`src/rtl/prom_seq_pkg.sv`:
```
// Shared constants, encodings and helpers for the PROM sequencer.
package prom_seq_pkg;

    // SPI flash opcodes
    localparam logic [7:0] OPC_WREN = 8'h06;
    localparam logic [7:0] OPC_RDSR = 8'h05;
    localparam logic [7:0] OPC_SE   = 8'hD8;
    localparam logic [7:0] OPC_BE   = 8'hC7;
    localparam logic [7:0] OPC_WRSR = 8'h01;

    localparam logic [31:0] CMD_WREN = {OPC_WREN, 24'h000000};
    localparam logic [31:0] CMD_RDSR = {OPC_RDSR, 24'h000000};

    // seq_op encodings
    localparam logic [1:0] OP_SECTOR_ERASE = 2'd0;
    localparam logic [1:0] OP_BULK_ERASE   = 2'd1;
    localparam logic [1:0] OP_WRITE_SR     = 2'd2;
    localparam logic [1:0] OP_POLL_ONLY    = 2'd3;

    // Sequence error codes
    localparam logic [3:0] ERR_OK      = 4'd0;
    localparam logic [3:0] ERR_WEL     = 4'd1;
    localparam logic [3:0] ERR_TIMEOUT = 4'd2;
    localparam logic [3:0] ERR_HANG    = 4'd3;
    localparam logic [3:0] ERR_REJECT  = 4'd4;

    typedef enum logic [2:0] {
        ST_IDLE    = 3'd0,
        ST_WREN    = 3'd1,
        ST_WEL_CHK = 3'd2,
        ST_OPCMD   = 3'd3,
        ST_GAP     = 3'd4,
        ST_POLL    = 3'd5,
        ST_DONE    = 3'd6
    } seq_state_t;

    typedef enum logic [2:0] {
        IS_IDLE      = 3'd0,
        IS_WAIT_IDLE = 3'd1,
        IS_ISSUE     = 3'd2,
        IS_WAIT_BUSY = 3'd3,
        IS_WAIT_DONE = 3'd4
    } iss_state_t;

    // Command word for the operation-specific step of a sequence.
    function automatic logic [31:0] op_cmd_word(input logic [1:0] op,
                                                input logic [23:0] addr,
                                                input logic [7:0] sr);
        logic [31:0] w;
        case (op)
            OP_SECTOR_ERASE: w = {OPC_SE, addr};
            OP_BULK_ERASE:   w = {OPC_BE, 24'h000000};
            OP_WRITE_SR:     w = {OPC_WRSR, sr, 16'h0000};
            default:         w = CMD_RDSR;
        endcase
        return w;
    endfunction

    // 16-bit increment that sticks at all-ones.
    function automatic logic [15:0] sat_inc16(input logic [15:0] v);
        return (v == 16'hFFFF) ? v : v + 16'd1;
    endfunction

endpackage

```
`src/rtl/prom_seq_ctrl_issuer.sv`:
```
// Single-command handshake with the SPI engine; also owns the engine command
// port so host pass-through and sequencer commands share one register.
module prom_cmd_issuer
    import prom_seq_pkg::*;
#(
    parameter int ENG_LAUNCH_MAX = 8
) (
    input  logic        clk,
    input  logic        reset,
    input  logic        go,
    input  logic [31:0] cmd,
    input  logic        fwd,
    input  logic [31:0] fwd_cmd,
    input  logic [2:0]  eng_state,
    input  logic [7:0]  eng_sr,
    output logic [31:0] eng_cmd,
    output logic        eng_cmd_wen,
    output logic        done,
    output logic        hang,
    output logic [7:0]  result
);

    localparam logic [15:0] LAUNCH_LAST = 16'(ENG_LAUNCH_MAX - 1);

    iss_state_t  state_r, state_next_s;
    logic [15:0] launch_cnt_r;
    logic [31:0] eng_cmd_r;
    logic        eng_cmd_wen_r;
    logic        done_r;
    logic        hang_r;
    logic [7:0]  result_r;

    // Next-state logic of the command handshake
    always_comb begin
        state_next_s = state_r;
        case (state_r)
            IS_IDLE: begin
                if (go) state_next_s = IS_WAIT_IDLE;
                else    state_next_s = IS_IDLE;
            end
            IS_WAIT_IDLE: begin
                if (eng_state == 3'd0) state_next_s = IS_ISSUE;
                else                   state_next_s = IS_WAIT_IDLE;
            end
            IS_ISSUE: state_next_s = IS_WAIT_BUSY;
            IS_WAIT_BUSY: begin
                if (eng_state != 3'd0)              state_next_s = IS_WAIT_DONE;
                else if (launch_cnt_r == LAUNCH_LAST) state_next_s = IS_IDLE;
                else                                state_next_s = IS_WAIT_BUSY;
            end
            IS_WAIT_DONE: begin
                if (eng_state == 3'd0) state_next_s = IS_IDLE;
                else                   state_next_s = IS_WAIT_DONE;
            end
            default: state_next_s = IS_IDLE;
        endcase
    end

    // State, strobe, launch watchdog and result capture registers
    always_ff @(posedge clk) begin
        if (reset) begin
            state_r       <= IS_IDLE;
            launch_cnt_r  <= 16'd0;
            eng_cmd_r     <= 32'd0;
            eng_cmd_wen_r <= 1'b0;
            done_r        <= 1'b0;
            hang_r        <= 1'b0;
            result_r      <= 8'd0;
        end else begin
            state_r       <= state_next_s;
            eng_cmd_wen_r <= 1'b0;
            done_r        <= 1'b0;
            hang_r        <= 1'b0;
            // The strobe is registered on entry to ISSUE, so it is high in ISSUE.
            if (state_r == IS_WAIT_IDLE && state_next_s == IS_ISSUE) begin
                eng_cmd_r     <= cmd;
                eng_cmd_wen_r <= 1'b1;
            end else if (fwd) begin
                eng_cmd_r     <= fwd_cmd;
                eng_cmd_wen_r <= 1'b1;
            end
            if (state_r == IS_WAIT_BUSY) launch_cnt_r <= launch_cnt_r + 16'd1;
            else                         launch_cnt_r <= 16'd0;
            if (state_r == IS_WAIT_BUSY && state_next_s == IS_IDLE) hang_r <= 1'b1;
            if (state_r == IS_WAIT_DONE && state_next_s == IS_IDLE) begin
                done_r   <= 1'b1;
                result_r <= eng_sr;
            end
        end
    end

    assign eng_cmd     = eng_cmd_r;
    assign eng_cmd_wen = eng_cmd_wen_r;
    assign done        = done_r;
    assign hang        = hang_r;
    assign result      = result_r;

endmodule

```
`src/rtl/prom_seq_ctrl.sv`:
```
// PROM operation sequencer: WREN / WEL check / op command / WIP polling,
// arbitrating the engine command port against direct host quadlets.
module prom_seq_ctrl
    import prom_seq_pkg::*;
#(
    parameter int POLL_GAP       = 1000,
    parameter int POLL_MAX       = 16'hFFFF,
    parameter int ENG_LAUNCH_MAX = 8
) (
    input  logic        clk,
    input  logic        reset,
    input  logic [31:0] host_cmd,
    input  logic        host_cmd_wen,
    output logic        host_reject,
    input  logic        seq_start,
    input  logic [1:0]  seq_op,
    input  logic [23:0] seq_addr,
    input  logic [7:0]  seq_sr,
    output logic        seq_busy,
    output logic        seq_done,
    output logic [31:0] seq_status,
    output logic [31:0] eng_cmd,
    output logic        eng_cmd_wen,
    input  logic [2:0]  eng_state,
    input  logic [31:0] eng_result
);

    localparam logic [15:0] POLL_LIMIT = 16'(POLL_MAX);
    localparam logic [31:0] GAP_LEN    = 32'(POLL_GAP);

    seq_state_t  state_r, state_next_s;
    logic [15:0] poll_cnt_r;
    logic [7:0]  last_sr_r;
    logic [3:0]  err_r;
    logic        busy_r, done_r, reject_r;
    logic [31:0] gap_cnt_r;
    logic [1:0]  op_r;
    logic [23:0] addr_r;
    logic [7:0]  sr_r;

    logic        iss_go_s, iss_done_s, iss_hang_s;
    logic [31:0] iss_cmd_s;
    logic [7:0]  iss_result_s;
    logic        fin_s, poll_upd_s;
    logic [3:0]  fin_err_s;
    logic [15:0] new_cnt_s;
    logic        unused_result_s;

    // Only the status byte of the engine result matters here.
    assign unused_result_s = ^eng_result[31:8];

    prom_cmd_issuer #(.ENG_LAUNCH_MAX(ENG_LAUNCH_MAX)) u_issuer (
        .clk         (clk),
        .reset       (reset),
        .go          (iss_go_s),
        .cmd         (iss_cmd_s),
        .fwd         (host_cmd_wen && !busy_r),
        .fwd_cmd     (host_cmd),
        .eng_state   (eng_state),
        .eng_sr      (eng_result[7:0]),
        .eng_cmd     (eng_cmd),
        .eng_cmd_wen (eng_cmd_wen),
        .done        (iss_done_s),
        .hang        (iss_hang_s),
        .result      (iss_result_s)
    );

    // Sequencer next state, issuer request and end-of-sequence decision
    always_comb begin
        state_next_s = state_r;
        iss_go_s     = 1'b0;
        iss_cmd_s    = CMD_RDSR;
        fin_s        = 1'b0;
        fin_err_s    = ERR_OK;
        poll_upd_s   = 1'b0;
        new_cnt_s    = sat_inc16(poll_cnt_r);
        case (state_r)
            ST_IDLE: begin
                if (seq_start && !host_cmd_wen)
                    state_next_s = (seq_op == OP_POLL_ONLY) ? ST_GAP : ST_WREN;
                else
                    state_next_s = ST_IDLE;
            end
            ST_WREN, ST_WEL_CHK, ST_OPCMD, ST_POLL: begin
                // Hold the request until the issuer reports; suppress re-trigger on its report cycle.
                iss_go_s = !iss_done_s && !iss_hang_s;
                if (state_r == ST_WREN)       iss_cmd_s = CMD_WREN;
                else if (state_r == ST_OPCMD) iss_cmd_s = op_cmd_word(op_r, addr_r, sr_r);
                else                          iss_cmd_s = CMD_RDSR;
                if (iss_hang_s) begin
                    fin_s        = 1'b1;
                    fin_err_s    = ERR_HANG;
                    state_next_s = ST_DONE;
                end else if (iss_done_s) begin
                    if (state_r == ST_WREN) begin
                        state_next_s = ST_WEL_CHK;
                    end else if (state_r == ST_WEL_CHK) begin
                        if (iss_result_s[1] == 1'b0) begin
                            fin_s        = 1'b1;
                            fin_err_s    = ERR_WEL;
                            state_next_s = ST_DONE;
                        end else begin
                            state_next_s = ST_OPCMD;
                        end
                    end else if (state_r == ST_OPCMD) begin
                        state_next_s = ST_GAP;
                    end else begin
                        poll_upd_s = 1'b1;
                        if (iss_result_s[0] == 1'b0) begin
                            fin_s        = 1'b1;
                            fin_err_s    = ERR_OK;
                            state_next_s = ST_DONE;
                        end else if (new_cnt_s >= POLL_LIMIT) begin
                            fin_s        = 1'b1;
                            fin_err_s    = ERR_TIMEOUT;
                            state_next_s = ST_DONE;
                        end else begin
                            state_next_s = ST_GAP;
                        end
                    end
                end else begin
                    state_next_s = state_r;
                end
            end
            ST_GAP: begin
                if (gap_cnt_r + 32'd1 >= GAP_LEN) state_next_s = ST_POLL;
                else                              state_next_s = ST_GAP;
            end
            ST_DONE: state_next_s = ST_IDLE;
            default: state_next_s = ST_IDLE;
        endcase
    end

    // Sequencer state, status fields and one-cycle pulses
    always_ff @(posedge clk) begin
        if (reset) begin
            state_r    <= ST_IDLE;
            poll_cnt_r <= 16'd0;
            last_sr_r  <= 8'd0;
            err_r      <= ERR_OK;
            busy_r     <= 1'b0;
            done_r     <= 1'b0;
            reject_r   <= 1'b0;
            gap_cnt_r  <= 32'd0;
            op_r       <= 2'd0;
            addr_r     <= 24'd0;
            sr_r       <= 8'd0;
        end else begin
            state_r  <= state_next_s;
            done_r   <= 1'b0;
            reject_r <= host_cmd_wen && busy_r;
            if (state_r == ST_IDLE && seq_start) begin
                poll_cnt_r <= 16'd0;
                last_sr_r  <= 8'd0;
                if (host_cmd_wen) begin
                    // Host wins the tie: the start is refused and reported at once.
                    err_r  <= ERR_REJECT;
                    done_r <= 1'b1;
                end else begin
                    err_r  <= ERR_OK;
                    busy_r <= 1'b1;
                    op_r   <= seq_op;
                    addr_r <= seq_addr;
                    sr_r   <= seq_sr;
                end
            end
            if (fin_s) begin
                err_r  <= fin_err_s;
                busy_r <= 1'b0;
                done_r <= 1'b1;
            end
            if (poll_upd_s) begin
                poll_cnt_r <= new_cnt_s;
                last_sr_r  <= iss_result_s;
            end
            if (state_r == ST_GAP) gap_cnt_r <= gap_cnt_r + 32'd1;
            else                   gap_cnt_r <= 32'd0;
        end
    end

    assign seq_busy    = busy_r;
    assign seq_done    = done_r;
    assign host_reject = reject_r;
    assign seq_status  = {poll_cnt_r, last_sr_r, err_r, busy_r, state_r};

endmodule

```
`config.mk`:
```
export PLATFORM = sky130hd
export DESIGN_NAME = prom_seq_ctrl
export DESIGN_NICKNAME = d
export VERILOG_FILES = /design/src/rtl/prom_seq_pkg.sv /design/src/rtl/prom_seq_ctrl_issuer.sv /design/src/rtl/prom_seq_ctrl.sv
export SDC_FILE = /design/constraint.sdc
export NUM_CORES = 1
export LEC_CHECK = 0
export CAP_MARGIN = 20
export CORE_MARGIN = 8
export CORE_UTILIZATION = 54
export DETAILED_ROUTE_END_ITERATION = 10
export GPL_ROUTABILITY_DRIVEN = 0
export PLACE_DENSITY = 0.88
export SLEW_MARGIN = 20
export SYNTH_ARGS = -nofsm -noshare
export SYNTH_HDL_FRONTEND = slang
export SYNTH_SLANG_ARGS = --single-unit
```
`constraint.sdc`:
```
create_clock -name clk -period 4.4 [get_ports clk]
set_input_delay 0.88 -clock clk [delete_from_list [all_inputs] [get_ports clk]]
set_output_delay 0.88 -clock clk [all_outputs]
set_load 0.02 [all_outputs]
```
==> results.toml, run 1 <==
[global_route]
grt_max_degree = 103
grt_pass1_wl_mm = 33.5
grt_overflow = 0
antenna_found_initial = 0
track_usage_pct = 22.8
grt_pass1_vias = 6846

[route]
postRouteAntennaNets = 0
dr.pass1.iters = 5
vias = 7221
drt-vias-per-instance = 5.84
totalWireLength_mm = 20.6
remaining_drc_errors = 0
first_iter_violations = 726
drt-wirelength-per-cell_um = 16.7

[floorplan]
die_w_um = 134
io_pins = 173
rows = 43
start_util_pct = 54.7
core_area_um2 = 13700
dieArea_um2 = 17900
dieHeight_um = 134

[timing]
setup_viol = 0
rsz0062_at_grt = "false"
period_needed_ns = 3.29
setup_slack_ns = 1.11
skew_ns = 0.00704
post-route-period-util_pct = 74.7
max_freq_ghz = 0.304
drv_slew = 0
max_slew_margin_pct = 29.3
fin_setup_tns_ns = 0
hold_violations = 0
tightest_slew_ns = 1.06

[clocking]
ctsHtreeMaxLevel = 4
worstSkewPairLatency_ns = 0.42
cts.path.max_buffers = 2
cts_root_buffer = "clkbuf_16"
path_clk_slew_ns = 0.06
cts_tree = "built"
hold_buffers = 0
cts_inserted_buffers = 17
clock-sinks = 161
cts.repair.resized = 0
post_cts_buffers = 0

[final_layout]
antenna_cells = 0
nets = 1152
seq_area_um2 = 3220
drive_gt1_share_pct = 6.15
nFillCells = 987
multiInputGateArea_um2 = 3970
fin_area_um2 = 9660
area_growth_pct = 28.6

[critical_path]
crit_family = "simple AND/OR/NAND/NOR gates"
worst-path-buf-inv = 1
critical_path_class = "in -> reg"
critical_path_peak_fanout = 24
start_kind = "input pin"
cpPeakStageDelay_ns = 0.85
cp-end-kind = "flop"
path_cells = "clkdlybuf4s50_1 -> nor3_2 -> nand2_1 -> nand2_1 -> nor2_1 -> a211oi_1"
worstPathArrival_ns = 3.60
cp_slowest_cell = "nand2_1"
required_ns = 4.71
critical_path.most_common_cell = "nand2_1"

[synth]
syn_inst = 927
yosysWarnings = 0
synth_flop_cell = "dfxtp_1"
synth-seq-cells = 161
yosys-top-cells-area = "dfxtp_1 (43%), nand2_1 (7.8%), nor2_1 (6.1%), a21oi_1 (4.8%), xor2_1 (3.5%)"
synth.distinct_cells = 71
synth_area_per_cell_um2 = 8.10
synth_top_area_share_pct = 42.9
seq_area_frac_synth_pct = 42.9
synth_edf_count = 0
syn-cell-area_um2 = 7510
syn-num-nets = 1035
synth_top_area_cell = "dfxtp_1"
synth-async-reset-ratio_pct = 0

[power_and_ir_drop]
combinationalPowerShare_pct = 9.2
intPower_mw = 2.73
swShare_pct = 22.3
pwr-share-clk_pct = 47.0
pwr-share-seq_pct = 43.7
ir_worst_vdd_mv = 0.262
powerDensity_nw_per_um2 = 364
p_sw_uw = 785
p_leak_nw = 3.32
p_total_mw = 3.52

[status]
status = "completed"

[place]
dp_hpwl_mm = 14.2
numPortBuffers = 147
postPlaceCellArea_um2 = 8990
pre_cts_ws_ns = 0.834

[min_path]
hold_path_class = "reg -> reg"

[flow_run]
cap_violations = 0
-- sequential cells by signal, summed over array words and instances, names as in the netlist, 2 cells and up --
name                   flops
addr_r                    24
err_r                      3
gap_cnt_r                 32
last_sr_r                  8
op_r                       2
poll_cnt_r                16
sr_r                       8
state_r                    3
u_issuer.eng_cmd          32
u_issuer.launch_cnt_r     16
u_issuer.result            8
u_issuer.state_r           3
-- Yosys cell counts, drive strengths merged (4+ instances only) --
cell      n
dfxtp   161
nand2   159
nor2    125
a21oi    72
o21ai    42
clkbuf   39
nand3    35
xor2     30
a211oi   28
nor3     21
xnor2    20
buf      19
nand4    19
mux2i    14
nor4     14
a311oi   13
a22oi    11
and3     10
and2      9
inv       9
a31oi     8
and4      8
nand2b    8
nand3b    6
nor3b     4
or3       4
-- cell type report --
type / instances / share of cell area (%)
Multi-Input combinational cell: 699 / 41.1
Clock buffer: 20 / 4.52
Clock inverter: 12 / 2.37
Inverter: 9 / 0.350
Timing Repair Buffer: 156 / 15.9
Tap cell: 180 / 2.33
Sequential cell: 161 / 33.4
-- cells in the final DEF, fill, tap and decap left out, types with 3 or more instances in the layout --
cell             instances
or4_1                    3
nor2_1                 122
o21ai_0                 41
clkdlybuf4s50_1        146
nand2_1                157
o211ai_1                 3
clkbuf_16               17
nand3b_1                 6
a21oi_1                 72
nor2_2                   3
bufinv_16                6
mux2i_1                 14
clkinvlp_4               3
nor4_4                   3
nand2b_1                 8
a31oi_1                  8
nor4_1                  10
dfxtp_1                161
nor3_1                  19
and3_1                  10
or3_1                    4
inv_1                    9
nor2b_1                  3
ha_1                     3
nand3_1                 34
xor2_1                  30
a211oi_1                28
a311oi_1                13
and2_1                   9
a22oi_1                 11
buf_4                   10
xnor2_1                 20
nor3b_1                  4
nand4_1                 17
clkbuf_1                 3
and4_1                   6
-- path summary, 6_finish.rpt --
| check | end | slack, ns | cells after the start | from |
|---|---|---|---|---|
| setup / recovery | u_issuer.eng_cmd[7] | 1.11 | 6 | eng_state[1] |
| hold / removal | u_issuer.launch_cnt_r[0] | 0.45 | 1 | u_issuer.launch_cnt_r[0] |
| setup reg to reg | poll_cnt_r[11] | 1.74 | 5 | state_r[2] |
| hold reg to reg | u_issuer.launch_cnt_r[0] | 0.45 | 1 | u_issuer.launch_cnt_r[0] |
-- power groups by stage --
| stage | Combinational [mW] | Sequential [mW] | Clock (mW) |
|---|---|---|---|
| final | 0.324 | 1.54 | 1.65 |
| after detailed placement | 0.320 | 1.57 | 0 |
| after floorplan | 0.121 | 1.60 | 0 |
| after CTS | 0.324 | 1.54 | 1.67 |
| after global placement | 0.313 | 1.57 | 0 |
| after global routing | 0.349 | 1.54 | 1.74 |
-- worst register-to-register path: stages (launching register included) --
cell and delay [ns]:
dfxtp_1 0.56, inv_1 0.19, or4_1 0.90, nor2_1 0.48
a31oi_1 0.14, a311oi_1 0.29
-- per-layer routing --
layer / track usage (%) / wire length [um] / vias up
met5: 0 / 0 / -
met1: 26.7 / 8230 / 3356
met2: 36.4 / 9710 / 303
li1: - / - / 3479
met3: 5.95 / 1500 / 83
met4: 14.8 / 1200 / 0
-- through the flow --
step	cells	util (%)	hold WS, ns
4_1_cts	1237	70.4	0.448
3_5_place_dp	1205	65.5	0.439
6_report	1237	70.4	0.446
3_3_place_gp	1205	65.5	0.430
5_1_grt	1237	70.4	0.472
2_1_floorplan	927	-	0.418
-- cell families (layout without fill, tap and decap cells) --
family	Yosys count	after routing	synth area share [%]
DFF	161	161	42.9
buffers and inverters	67	197	4.21
xor gates and xnor gates	50	50	5.83
and+or+nand+nor	435	435	28.2
adders and majority gates	3	3	0.500
AOI/OAI and AO/OA	194	194	16.1
muxes	16	16	2.22
other	1	1	0.0499
Note: power is estimated with default switching activity, not from simulation.
==> run 2, diff against run 1 <==
Settings changed: CORE_UTILIZATION 54 to 46, PLACE_DENSITY 0.88 to 0.8.
Clock period 4.4 ns to 2.6 ns, I/O delays scaled along.
==> run 2 against run 1 <==
Compared with the run above: cell count grew 4.7%; global-route usage shrank 2.2 points; largest power group is now sequential cells; clock-buffer cell count shrank 3.
==> results.toml, run 2 (same netlist as run 1, synthesis figures left out) <==
[global_route]
antenna_found_initial = 1
grt_max_degree = 99
met1_usage_pct = 24.9
grt_pass1_vias = 6789
grt_use_met2_pct = 34.3
grt-busiest-layer = "met2"
met3_usage_pct = 5.41
track_usage_pct = 20.6
grt_overflow = 0
grt_pass1_wl_mm = 34.1

[final_layout]
layout_commonest_cell = "dfxtp_1"
final_cell_mix = "dfxtp_1 (161), nand2_1 (157), clkdlybuf4s50_1 (146)"
nets = 1173
fin_area_um2 = 9810
drive_gt1_share_pct = 8.26
area_growth_pct = 30.6

[min_path]
hold_path_class = "in -> reg"
worst_hold_path.num_cells = 2

[timing]
rsz0062_at_grt = "false"
post-route-period-util_pct = 90.4
drv_slew = 0
max_freq_ghz = 0.426
fin_setup_tns_ns = 0
tightest_slew_ns = 0.586
setup_viol = 0
skew_ns = 0.00880
period_needed_ns = 2.35
hold_violations = 0
max_slew_margin_pct = 60.6

[critical_path]
required_ns = 2.89
critical_path_class = "reg -> reg"
worstSetupPathDepth = 8
reg2reg_slack_ns = 0.25
reg2regPathDepth = 8
crit_family = "simple AND/OR/NAND/NOR gates"
critical_path_peak_fanout = 6
cp_slowest_cell = "nor3_1"
cpPeakStageDelay_ns = 0.47
worst-path-buf-inv = 0
path_cells = "ha_1 -> nand2_1 -> nor2_2 -> nand3_1 -> nor3_1 -> nor2_1 -> a31oi_1 -> a311oi_1"
cp-end-kind = "flop"
worstPathArrival_ns = 2.64
start_kind = "flop"

[clocking]
cts.path.max_buffers = 2
hold_buffers = 0
clock-sinks = 161
path_clk_slew_ns = 0.07
ctsHtreeMaxLevel = 4
cts_root_buffer = "clkbuf_16"
post_cts_buffers = 0
cts.repair.resized = 0
worstSkewPairLatency_ns = 0.43
cts_tree = "built"
cts_inserted_buffers = 17

[route]
first_iter_violations = 532
vias = 7080
remaining_drc_errors = 0
totalWireLength_mm = 20.9
dr.pass1.iters = 5
drt-wirelength-per-cell_um = 16.1
drt-vias-per-instance = 5.47
postRouteAntennaNets = 0

[floorplan]
die_w_um = 144
start_util_pct = 47.1
dieArea_um2 = 20700
core_area_um2 = 15900
dieHeight_um = 144
rows = 46
io_pins = 173

[place]
postPlaceCellArea_um2 = 9230
numPortBuffers = 147
dp_hpwl_mm = 14.7

[flow_run]
cap_violations = 0

[power_and_ir_drop]
ir_worst_vdd_mv = 0.455
powerDensity_nw_per_um2 = 571
p_leak_nw = 3.41

[status]
status = "completed"
## run 2: area by class of cell
cell class | count | area (um2)
fillers | 1353 | 6130
multi-input cells | 699 | 3970
flip-flops and latches | 161 | 3220
repair buffers | 177 | 1730
clock buffers | 17 | 425
well taps | 216 | 270
clock inverters | 15 | 151
inverters | 9 | 33.8
diodes | 1 | 2.50
## run 2: worst paths after layout
kind | start | to
worst min-delay path | reset | poll_cnt_r[1]
worst max-delay path | poll_cnt_r[0] | poll_cnt_r[11]
worst min register to register | u_issuer.result[7] | last_sr_r[7]
worst max register to register | poll_cnt_r[0] | poll_cnt_r[11]
## run 2: worst register-to-register path: cells and delay by family, from the launching register on
kind / cells / cell delay (ns)
AO/OA/AOI/OAI: 2 / 0.30
flip-flops: 1 / 0.34
adder cells (fa/ha/maj): 1 / 0.28
AND/OR/NAND/NOR: 5 / 1.29
## run 2: routing by layer
layer,up-vias,routed length [um]
li1,3519,-
met1,3310,8670
met2,224,10400
met3,27,1460
met4,0,375
met5,-,0
## run 2: stage by stage
| stage | total power, mW | setup slack, ns | cells | utilization, % | hold WS (ns) |
|---|---|---|---|---|---|
| 2_1_floorplan | 2.91 | 0.306 | 927 | - | 0.418 |
| 3_3_place_gp | 3.20 | 0.210 | 1262 | 57.9 | 0.433 |
| 3_5_place_dp | 3.21 | 0.164 | 1262 | 57.9 | 0.440 |
| 4_1_cts | 5.65 | 0.302 | 1294 | 61.5 | 0.410 |
| 5_1_grt | 5.81 | 0.0499 | 1295 | 61.5 | 0.429 |
| 6_report | 5.60 | 0.250 | 1295 | 61.5 | 0.433 |
## run 2: report_power, final
group	leakage [nW]	switching [mW]	internal, mW	total [mW]
logic	1.82	0.285	0.276	0.561
registers	1.31	0.0509	2.55	2.60
clock network	0.284	1.09	1.35	2.44
